==> config.mk <==
export PLATFORM = sky130hd
export DESIGN_NAME = cpu_clk_ctrl
export DESIGN_NICKNAME = d
export VERILOG_FILES = /design/src/rtl/cpu_clk_ctrl.sv
export SDC_FILE = /design/constraint.sdc
export NUM_CORES = 1
export LEC_CHECK = 0
export CELL_PAD_IN_SITES_DETAIL_PLACEMENT = 1
export CELL_PAD_IN_SITES_GLOBAL_PLACEMENT = 2
export CORE_MARGIN = 4
export CORE_UTILIZATION = 36
export CTS_CLUSTER_DIAMETER = 30
export CTS_CLUSTER_SIZE = 12
export DETAILED_ROUTE_END_ITERATION = 16
export HOLD_SLACK_MARGIN = 0.15
export PLACE_DENSITY = 0.87
export SYNTH_ARGS = -nofsm -noshare
export SYNTH_HDL_FRONTEND = slang
export SYNTH_SLANG_ARGS = --single-unit
export TNS_END_PERCENT = 50
==> constraint.sdc <==
create_clock -name BasysCLK -period 7.4 [get_ports BasysCLK]
set_clock_uncertainty 0.15 [all_clocks]
set_input_delay 1.11 -clock BasysCLK [delete_from_list [all_inputs] [get_ports BasysCLK]]
set_output_delay 1.11 -clock BasysCLK [all_outputs]
set_load 0.005 [all_outputs]
==> src/rtl/cpu_clk_ctrl.sv <==
// CPU clock-enable controller: halt, manual step, free-run and burst modes.
// Emits a registered one-cycle CPUCLKEn per CPU step and counts the steps.
module cpu_clk_ctrl #(
    parameter logic [23:0] FREE_DIV = 24'd10_000_000
) (
    input  logic        BasysCLK,
    input  logic        Reset,
    input  logic [1:0]  Mode,
    input  logic        Start,
    input  logic        StepPulse,
    input  logic [7:0]  BurstLen,
    input  logic        CPUHalt,
    output logic        CPUCLKEn,
    output logic        Running,
    output logic [1:0]  State,
    output logic [15:0] StepCount
);

    typedef enum logic [1:0] {
        S_IDLE    = 2'b00,
        S_MANUAL  = 2'b01,
        S_FREERUN = 2'b10,
        S_BURST   = 2'b11
    } state_t;

    localparam logic [23:0] DIV_LAST = FREE_DIV - 24'd1;
    // Enable is registered, so it is set one count early to land on DIV_LAST.
    localparam logic [23:0] DIV_PRE  = FREE_DIV - 24'd2;

    state_t      r_state;
    logic        r_en;
    logic [23:0] r_div;
    logic [7:0]  r_rem;
    logic [15:0] r_cnt;

    state_t      w_nstate;
    logic        w_en_n;
    logic [23:0] w_div_n;
    logic [7:0]  w_rem_n;
    logic        w_clr;
    logic [15:0] w_cnt_n;

    always_ff @(posedge BasysCLK) begin
        if (Reset) begin
            r_state <= S_IDLE;
            r_en    <= 1'b0;
            r_div   <= 24'd0;
            r_rem   <= 8'd0;
            r_cnt   <= 16'd0;
        end else begin
            r_state <= w_nstate;
            r_en    <= w_en_n;
            r_div   <= w_div_n;
            r_rem   <= w_rem_n;
            r_cnt   <= w_cnt_n;
        end
    end

    always_comb begin
        w_nstate = r_state;
        w_en_n   = 1'b0;
        w_div_n  = r_div;
        w_rem_n  = r_rem;
        w_clr    = 1'b0;
        if (r_state != S_IDLE && (CPUHalt || Mode == 2'b00)) begin
            w_nstate = S_IDLE;
        end else begin
            unique case (r_state)
                S_IDLE: begin
                    if (Start && !CPUHalt) begin
                        case (Mode)
                            2'b01: begin
                                w_nstate = S_MANUAL;
                                w_clr    = 1'b1;
                            end
                            2'b10: begin
                                w_nstate = S_FREERUN;
                                w_div_n  = 24'd0;
                                w_clr    = 1'b1;
                            end
                            2'b11: begin
                                if (BurstLen != 8'd0) begin
                                    w_nstate = S_BURST;
                                    w_rem_n  = BurstLen - 8'd1;
                                    w_en_n   = 1'b1;
                                    w_clr    = 1'b1;
                                end
                            end
                            default: ;
                        endcase
                    end
                end
                S_MANUAL: w_en_n = StepPulse;
                S_FREERUN: begin
                    w_en_n  = (r_div == DIV_PRE);
                    w_div_n = (r_div == DIV_LAST) ? 24'd0 : r_div + 24'd1;
                end
                S_BURST: begin
                    if (r_rem != 8'd0) begin
                        w_en_n  = 1'b1;
                        w_rem_n = r_rem - 8'd1;
                    end else begin
                        w_nstate = S_IDLE;
                    end
                end
                default: ;
            endcase
        end
    end

    // Count pulses as they retire; a new run discards any pending count.
    always_comb begin
        if (w_clr)
            w_cnt_n = 16'd0;
        else if (r_en && r_cnt != 16'hFFFF)
            w_cnt_n = r_cnt + 16'd1;
        else
            w_cnt_n = r_cnt;
    end

    always_comb begin
        State     = r_state;
        Running   = (r_state != S_IDLE);
        CPUCLKEn  = r_en;
        StepCount = r_cnt;
    end

endmodule

* Word level (Yosys, flattened, before mapping) *
Index checks and enable logic that the tools add are counted.

storage, ports and cells
  register bits after elaboration = 51
  bits of input ports = 15
  word-level logic and storage cells = 68
  output and inout bits = 20

operators by class
  bitwise logic cells = 1
  add/sub/neg operators = 4
  muxes and demuxes = 23
  eq/ne operators = 17
  reductions and logical operators = 18

operator list
  cell                     count
  $mux W24                 3
  $eq A24 B24 Y1 const B   2
  $pmux W24 S2             1
  $mux W8                  4
  $add A24 B1 Y24 const B  1
  $add A16 B1 Y16 const B  1
  $ne A16 B16 Y1 const B   1
  $pmux W8 S2              1
  $reduce_bool A8 Y1       2
  $sub A8 B1 Y8 const B    2
  $eq A2 B2 Y1 const B     4
  $ne A2 B2 Y1 const B     4
  $mux W1                  7
  $mux W2                  3
  $pmux W2 S3              1
  $reduce_and A6 Y1        1
  $reduce_bool A2 Y1       3
  $reduce_or A2 Y1         3
  $reduce_and A5 Y1        1
  $eq A2 B1 Y1 const B     2
  $logic_not A2 Y1         2
  $ne A2 B1 Y1 const B     2
  $ne A4 B1 Y1 const B     1
  $pmux W1 S4              1
  other kinds (8)          10

* Logic depth before layout (Yosys ltp) *
Gate-level depths: netlist (run 1).

  depth in word-level cells = 7
  depth in mapped cells = 9
  depth with buffers taken out = 7

* Worst setup path before layout (run 1) *
OpenSTA, ideal clock, no wires.

  path kind = input-to-reg
  start = input port Mode[0]
  end = register r_div[12]
  stages on the path = 7
  path buffers = 0
  setup time = 0.125 ns
  data arrival time = 2.720 ns
  slack = 4.405 ns
  cell sequence = inv_1 > ha_1 > or3b_1 > a21o_1 > or3_1 > a2111oi_2 > nor3_1

on the way
  longest elaborated chain between the ends = 5

ends and longest elaborated chain
  what                                                                  line  source
  start: declaration                                                    8     input logic [1:0] Mode,
  parallel branches: the longest is 4 deep, another holds $eq A2 B2 Y1  n/a
  $reduce_and A4 Y1 (no line) *                                         n/a
  end signal: assignment                                                53    r_div <= w_div_n;
  end: declaration                                                      32    logic [23:0] r_div;

Every way passes the cells marked *.
A chain may end at the register's enable or synchronous reset.

* Final worst setup path (run 1) *
Same ends and word-level chain as after synthesis.

==> results of run 1 <==
-- routing by layer --
| metal | up-vias | global-route usage | wire length, um |
|---|---|---|---|
| li1 | 1504 | - | - |
| met1 | 1463 | 0.245 | 4250 |
| met2 | 43 | 0.297 | 4120 |
| met3 | 7 | 0.0239 | 296 |
| met4 | 0 | 0.0353 | 69 |
| met5 | - | 0 | 0 |
-- placed cells by master (no fill, tap or decap), types with 3 or more instances in the layout --
master	instances
nand4_1	26
or3_1	3
ha_1	14
and4_1	8
xor2_1	12
and2_1	3
o211ai_1	7
clkdlybuf4s50_1	34
nor4b_1	3
and3_1	10
nor2_1	46
xnor2_1	11
mux2i_1	11
a211oi_1	3
o2111ai_1	4
a21oi_1	10
clkbuf_8	6
nand3_1	26
nor3_1	8
nor4_1	14
o21ai_0	17
nand2_1	22
a31oi_1	9
dfxtp_1	51
inv_1	15
-- sequential cells by signal, summed over array words and instances, names as in the netlist --
register and flops:
StepCount 16, CPUCLKEn 1, r_rem 8, State 2, r_div 24
-- worst max-delay path, cell delays in order --
cell	delay (ns)
clkdlybuf4s50_1	0.50
inv_1	0.10
ha_1	0.24
or3b_1	0.42
a21o_1	0.42
or3_1	0.45
a2111oi_2	0.38
nor3_1	0.07
-- cell families (layout without fill, tap and decap cells) --
family	Yosys count	count (layout)	share of synthesized area
and+or+nand+nor	185	185	0.325
AOI/OAI and AO/OA	70	70	0.154
DFF	51	51	0.322
buffers and inverters	34	60	0.0457
xor gates and xnor gates	23	23	0.0635
adders and majority gates	14	14	0.0552
muxes	11	11	0.0347
-- power groups by stage --
stage                     Clock (mW)  Sequential, mW  Combinational (mW)
after global routing           0.230           0.323               0.249
after CTS                      0.216           0.319               0.225
after floorplan                    0           0.317               0.147
after global placement             0           0.325               0.215
after detailed placement           0           0.325               0.222
final                          0.210           0.319               0.221
-- final cells by class --
class                      instances  area (um^2)  share of cell area
clock buffer                       6         82.6              0.0224
clock inverter                     2         35.0             0.00950
inverter                          17         63.8              0.0173
multi-input combinational        303         2010               0.544
sequential                        51         1020               0.277
tap                              105          131              0.0356
timing repair buffer              35          348              0.0943
-- per-stage QoR --
stage                     hold slack, ns  cell area [um^2]  utilization  instances
after floorplan                    0.299              3170            -        388
after global placement             0.327              3570        0.426        511
after detailed placement           0.344              3570        0.426        511
after CTS                          0.361              3690        0.440        519
after global routing               0.397              3690        0.440        519
final                              0.356              3690        0.440        519
-- worst max path at each step --
stage / start / to / slack, ns
global route: Mode[1] / r_div[12] / 3.54
finish: Mode[0] / r_div[12] / 3.73
CTS: Mode[0] / r_div[12] / 3.71
detailed placement: Mode[0] / r_div[12] / 3.38
global placement: Mode[1] / r_div[12] / 3.50
floorplan: Mode[0] / r_div[12] / 4.40
==> flow_metrics.tcl, run 1 <==
set metrics [dict create \
    status "completed" \
    synth_edf_count 0 \
    drt_first_pass_iters 4 \
    gp_congestion 0.810 \
    hold_start "r_rem[0]" \
    synth_commonest_cells "dfxtp_1, nor2_1, nand3_1, nand4_1, nand2_1" \
    cts.sinks 51 \
    wl_per_cell_um 16.8 \
    power.internal_uw 493 \
    hold_buffers 0 \
    avgViaCountPerCell 5.81 \
    synth_cells 388 \
    combPwrFrac 0.295 \
    core_um2 8380 \
    tns_ns 0 \
    drive_above_1_share 0.0483 \
    powerDensity_nw_per_um2 203 \
    power_frac_clock 0.280 \
    yosysWarnings 0 \
    start_kind "input pin" \
    fin_crit_sh 0.496 \
    synth_flop_cell "dfxtp_1" \
    leakage_nw 1.24 \
    drc 0 \
    dp_worst_setup_slack_ns 3.38 \
    rsz0062_at_grt "false" \
    portBuffers 34 \
    ios 35 \
    die_width_um 102 \
    syn_area_per_cell_um2 8.18 \
    slew_violations 0 \
    final_antenna_net_count 0 \
    grt_pass1_vias 2991 \
    cp.required_ns 7.43 \
    syn_area_um2 3170 \
    n_antenna_cell 0 \
    grtUsageTotal 0.177 \
    hold_viol 0 \
    final.setup.worst_slack_ns 3.73 \
    tightest_slew_ns 0.869 \
    wl_mm 8.74 \
    switchingPower_uw 256 \
    hold_class "reg2reg" \
    numCtsBuffers 5 \
    reg2reg_depth 5 \
    syn-num-nets 417 \
    h-tree-depth 2 \
    fp-row-count 33 \
    dpl.hpwl_mm 6.40 \
    worstPathArrival_ns 3.70 \
    r2r-end "r_rem[2]" \
    max_freq_ghz 0.272 \
    yosysSeqAreaShare 0.322 \
    grt_overflow 0 \
    ys_ff_latch 51 \
    max-cap-violations 0 \
    initial_core_util 0.379 \
    seqPwrFrac 0.425 \
    yosysMostFrequentCell "dfxtp_1" \
    p_sw_frac 0.342 \
    drt_iter0_drc 85 \
    ys_async_sr_fraction 0 \
    via_count 3017 \
    die_h_um 102 \
    r2r_slack_ns 4.37 \
    crit_path_end_kind "flip-flop" \
    fin_nets 442 \
    cts_buffer_depth 2 \
    synth_cell_types 59 \
    vdd_drop_max_uv 98.3 \
    period_needed_ns 3.67 \
    maxSlewHeadroom 0.421 \
    insertion_delay_ns 0.31 \
    power_uw 750 \
    r2r-start "State[0]" \
    dieArea_um2 10400 \
    fill_cells 1028 \
    min_path_cells 2 \
    yosys.area.top_type "dfxtp_1" \
    grt_max_degree 22 \
    post-cts-setup-buffer-count 0 \
    cts.clk_slew.worst_paths_ns 0.10 \
    synth_top_area_frac 0.322 \
    post_cts_resized 0 \
    cts_root_buf "clkbuf_8" \
    synth_area_leaders "dfxtp_1, ha_1, nor2_1, nand4_1, nand3_1" \
    crit_path_max_fanout 21 \
    tritoncts "yes" \
    grt_pass1_wl_mm 15.0 \
    finalSetupViolations 0 \
    antenna_found_initial 0 \
    crit_type "in2reg" \
    area_growth_pct 16.2 \
    worstHoldEndpoint "r_rem[0]" \
]
Power figures use the tool's default switching activity.
==> inputs of run 2 (changes only) <==
--- a/config.mk
+++ b/config.mk
@@ -8,12 +8,12 @@
 export CELL_PAD_IN_SITES_DETAIL_PLACEMENT = 1
 export CELL_PAD_IN_SITES_GLOBAL_PLACEMENT = 2
 export CORE_MARGIN = 4
-export CORE_UTILIZATION = 36
+export CORE_UTILIZATION = 31
 export CTS_CLUSTER_DIAMETER = 30
 export CTS_CLUSTER_SIZE = 12
 export DETAILED_ROUTE_END_ITERATION = 16
 export HOLD_SLACK_MARGIN = 0.15
-export PLACE_DENSITY = 0.87
+export PLACE_DENSITY = 0.8
 export SYNTH_ARGS = -nofsm -noshare
 export SYNTH_HDL_FRONTEND = slang
 export SYNTH_SLANG_ARGS = --single-unit
==> constraint.sdc (replaced) <==
create_clock -name BasysCLK -period 3 [get_ports BasysCLK]
set_clock_uncertainty 0.15 [all_clocks]
set_input_delay 0.45 -clock BasysCLK [delete_from_list [all_inputs] [get_ports BasysCLK]]
set_output_delay 0.45 -clock BasysCLK [all_outputs]
set_load 0.005 [all_outputs]
==> run 2 against run 1 <==
  * Worst setup slack worse by 3.3 ns
  * Clock power rose by 140%
  * Flip-flop and latch count stayed put
  * Register-to-register slack got worse by 3.9 ns
  * Combinational power grew to 2.6 times the previous value
  * Wire length increased by 5.7%
  * Global-route usage is 1.4 points lower
  * Non-clock buffer count rose by 20
  * Sequential share of layout area is 1.3 points lower
  * Final area increased by 5.0%
==> flow_metrics.tcl, run 2 (synthesis gave the netlist of run 1 again) <==
set metrics [dict create \
    r2r_slack_ns 0.45 \
    crit_slowest_cell "a2111oi_0" \
    crit_chain "clkdlybuf4s50_1 -> inv_1 -> ha_1 -> or3b_1 -> a2111oi_0 -> nand4_1 -> xor2_1 -> nor2_1" \
    hold_class "reg2reg" \
    worstPathArrival_ns 2.66 \
    status "completed" \
    tns_ns 0 \
    fill_cells 1197 \
    min_path_cells 2 \
    multi_input_area_um2 2010 \
    core_um2 9860 \
    h-tree-depth 2 \
    r2r-start "State[0]" \
    reg2reg_depth 7 \
    worstHoldEndpoint "r_rem[0]" \
    leakage_nw 1.33 \
    cts_root_buf "clkbuf_8" \
    crit_type "in2reg" \
    crit_path_end_kind "flip-flop" \
    drive_above_1_share 0.0922 \
    tritoncts "yes" \
    hold_ws_ns 0.349 \
    cts.sinks 51 \
    wl_mm 9.24 \
    drt_iter0_drc 160 \
    layout.cells.non_filler 567 \
    via_count 3158 \
    tightest_slew_ns 0.963 \
    cts.clk_slew.worst_paths_ns 0.11 \
    grt_max_degree 21 \
    ios 35 \
    max_freq_ghz 0.385 \
    cp.required_ns 3.07 \
    crit_path_max_fanout 4 \
    layout_common_cells "dfxtp_1, nor2_1, clkdlybuf4s50_1, nand3_1, nand4_1" \
    regArea_um2 1020 \
    top_register "r_div" \
    grt_pass1_wl_mm 15.7 \
    post-cts-setup-buffer-count 0 \
    fp-row-count 36 \
    initial_core_util 0.322 \
    hold_start "r_rem[0]" \
    finalSetupViolations 0 \
    period_needed_ns 2.59 \
    insertion_delay_ns 0.31 \
    area_growth_pct 22.0 \
    rsz0062_at_grt "false" \
    largest_register_ffs 24 \
    max_stage_delay_ns 0.61 \
    final_antenna_net_count 0 \
    cts_buffer_depth 2 \
    hold_viol 0 \
    powerDensity_nw_per_um2 485 \
    vdd_drop_max_uv 309 \
    drc 0 \
    avgViaCountPerCell 5.57 \
    n_antenna_cell 0 \
    die_h_um 109 \
    hold_buffers 0 \
    dieArea_um2 11900 \
    portBuffers 34 \
    grt_overflow 0 \
    r2r-end "r_div[10]" \
    dp.cells 559 \
    slew_violations 0 \
    die_width_um 109 \
    grt_pass1_vias 3145 \
    wl_per_cell_um 16.3 \
    antenna_found_initial 0 \
    numCtsBuffers 5 \
    post_cts_resized 0 \
    maxSlewHeadroom 0.356 \
    final_common_cell "dfxtp_1" \
    fin_crit_sh 0.865 \
    grtUsageTotal 0.163 \
    gp_congestion 0.817 \
    dpl.hpwl_mm 6.89 \
    fin_nets 462 \
    drt_first_pass_iters 4 \
    max-cap-violations 0 \
    start_kind "input pin" \
]
-- run 2: cell types whose count changed in the layout (fill, tap and decap cells not counted), sizes merged --
| cell | before | now |
|---|---|---|
| buf | 1 | 21 |
| clkbuf | 6 | 5 |
| clkinv | 3 | 2 |
| clkinvlp | 0 | 1 |
| inv | 15 | 16 |
-- run 2: how the worst max path moves through the flow --
stage	startpoint	end	slack (ns)	depth (start not counted)
2_1_floorplan	State[0]	r_rem[6]	0.62	8
4_1_cts	Mode[0]	r_div[12]	0.42	8
6_report	Mode[0]	r_div[10]	0.41	8
3_5_place_dp	Mode[0]	r_div[12]	0.07	8
3_3_place_gp	Mode[0]	r_div[12]	0.15	8
5_1_grt	Mode[0]	r_div[10]	0.26	8
-- run 2: final cells by class --
type,instances,share of cell area
Sequential cell,51,0.264
Clock inverter,3,0.0120
Multi-Input combinational cell,303,0.518
Timing Repair Buffer,55,0.129
Clock buffer,5,0.0178
Inverter,17,0.0165
Tap cell,133,0.0430
-- run 2: layer usage --
layer / part of all wire / track usage
met5: 0 / 0
met4: 0.0096 / 0.0481
met3: 0.022 / 0.0184
met2: 0.47 / 0.270
met1: 0.50 / 0.223
-- run 2: report_power, final --
part	internal, mW	leakage, nW	switching (mW)
clock	0.252	0.0548	0.257
sequential	0.722	0.412	0.0621
combinational	0.249	0.863	0.334
-- run 2: stage by stage --
stage,total power [mW],worst slack (ns),util,cell area [um^2]
floorplan,1.15,0.617,-,3170
global placement,1.37,0.152,0.381,3760
detailed placement,1.38,0.0681,0.381,3760
CTS,1.90,0.417,0.392,3870
global route,2.00,0.264,0.392,3870
finish,1.88,0.405,0.392,3870
-- run 2: critical path: cells and delay by family --
family                     cells  cell delay [ns]
and+or+nand+nor                3             0.66
AOI/OAI and AO/OA              1             0.61
buffers and inverters          2             0.55
adders and majority gates      1             0.22
xor gates and xnor gates       1             0.15
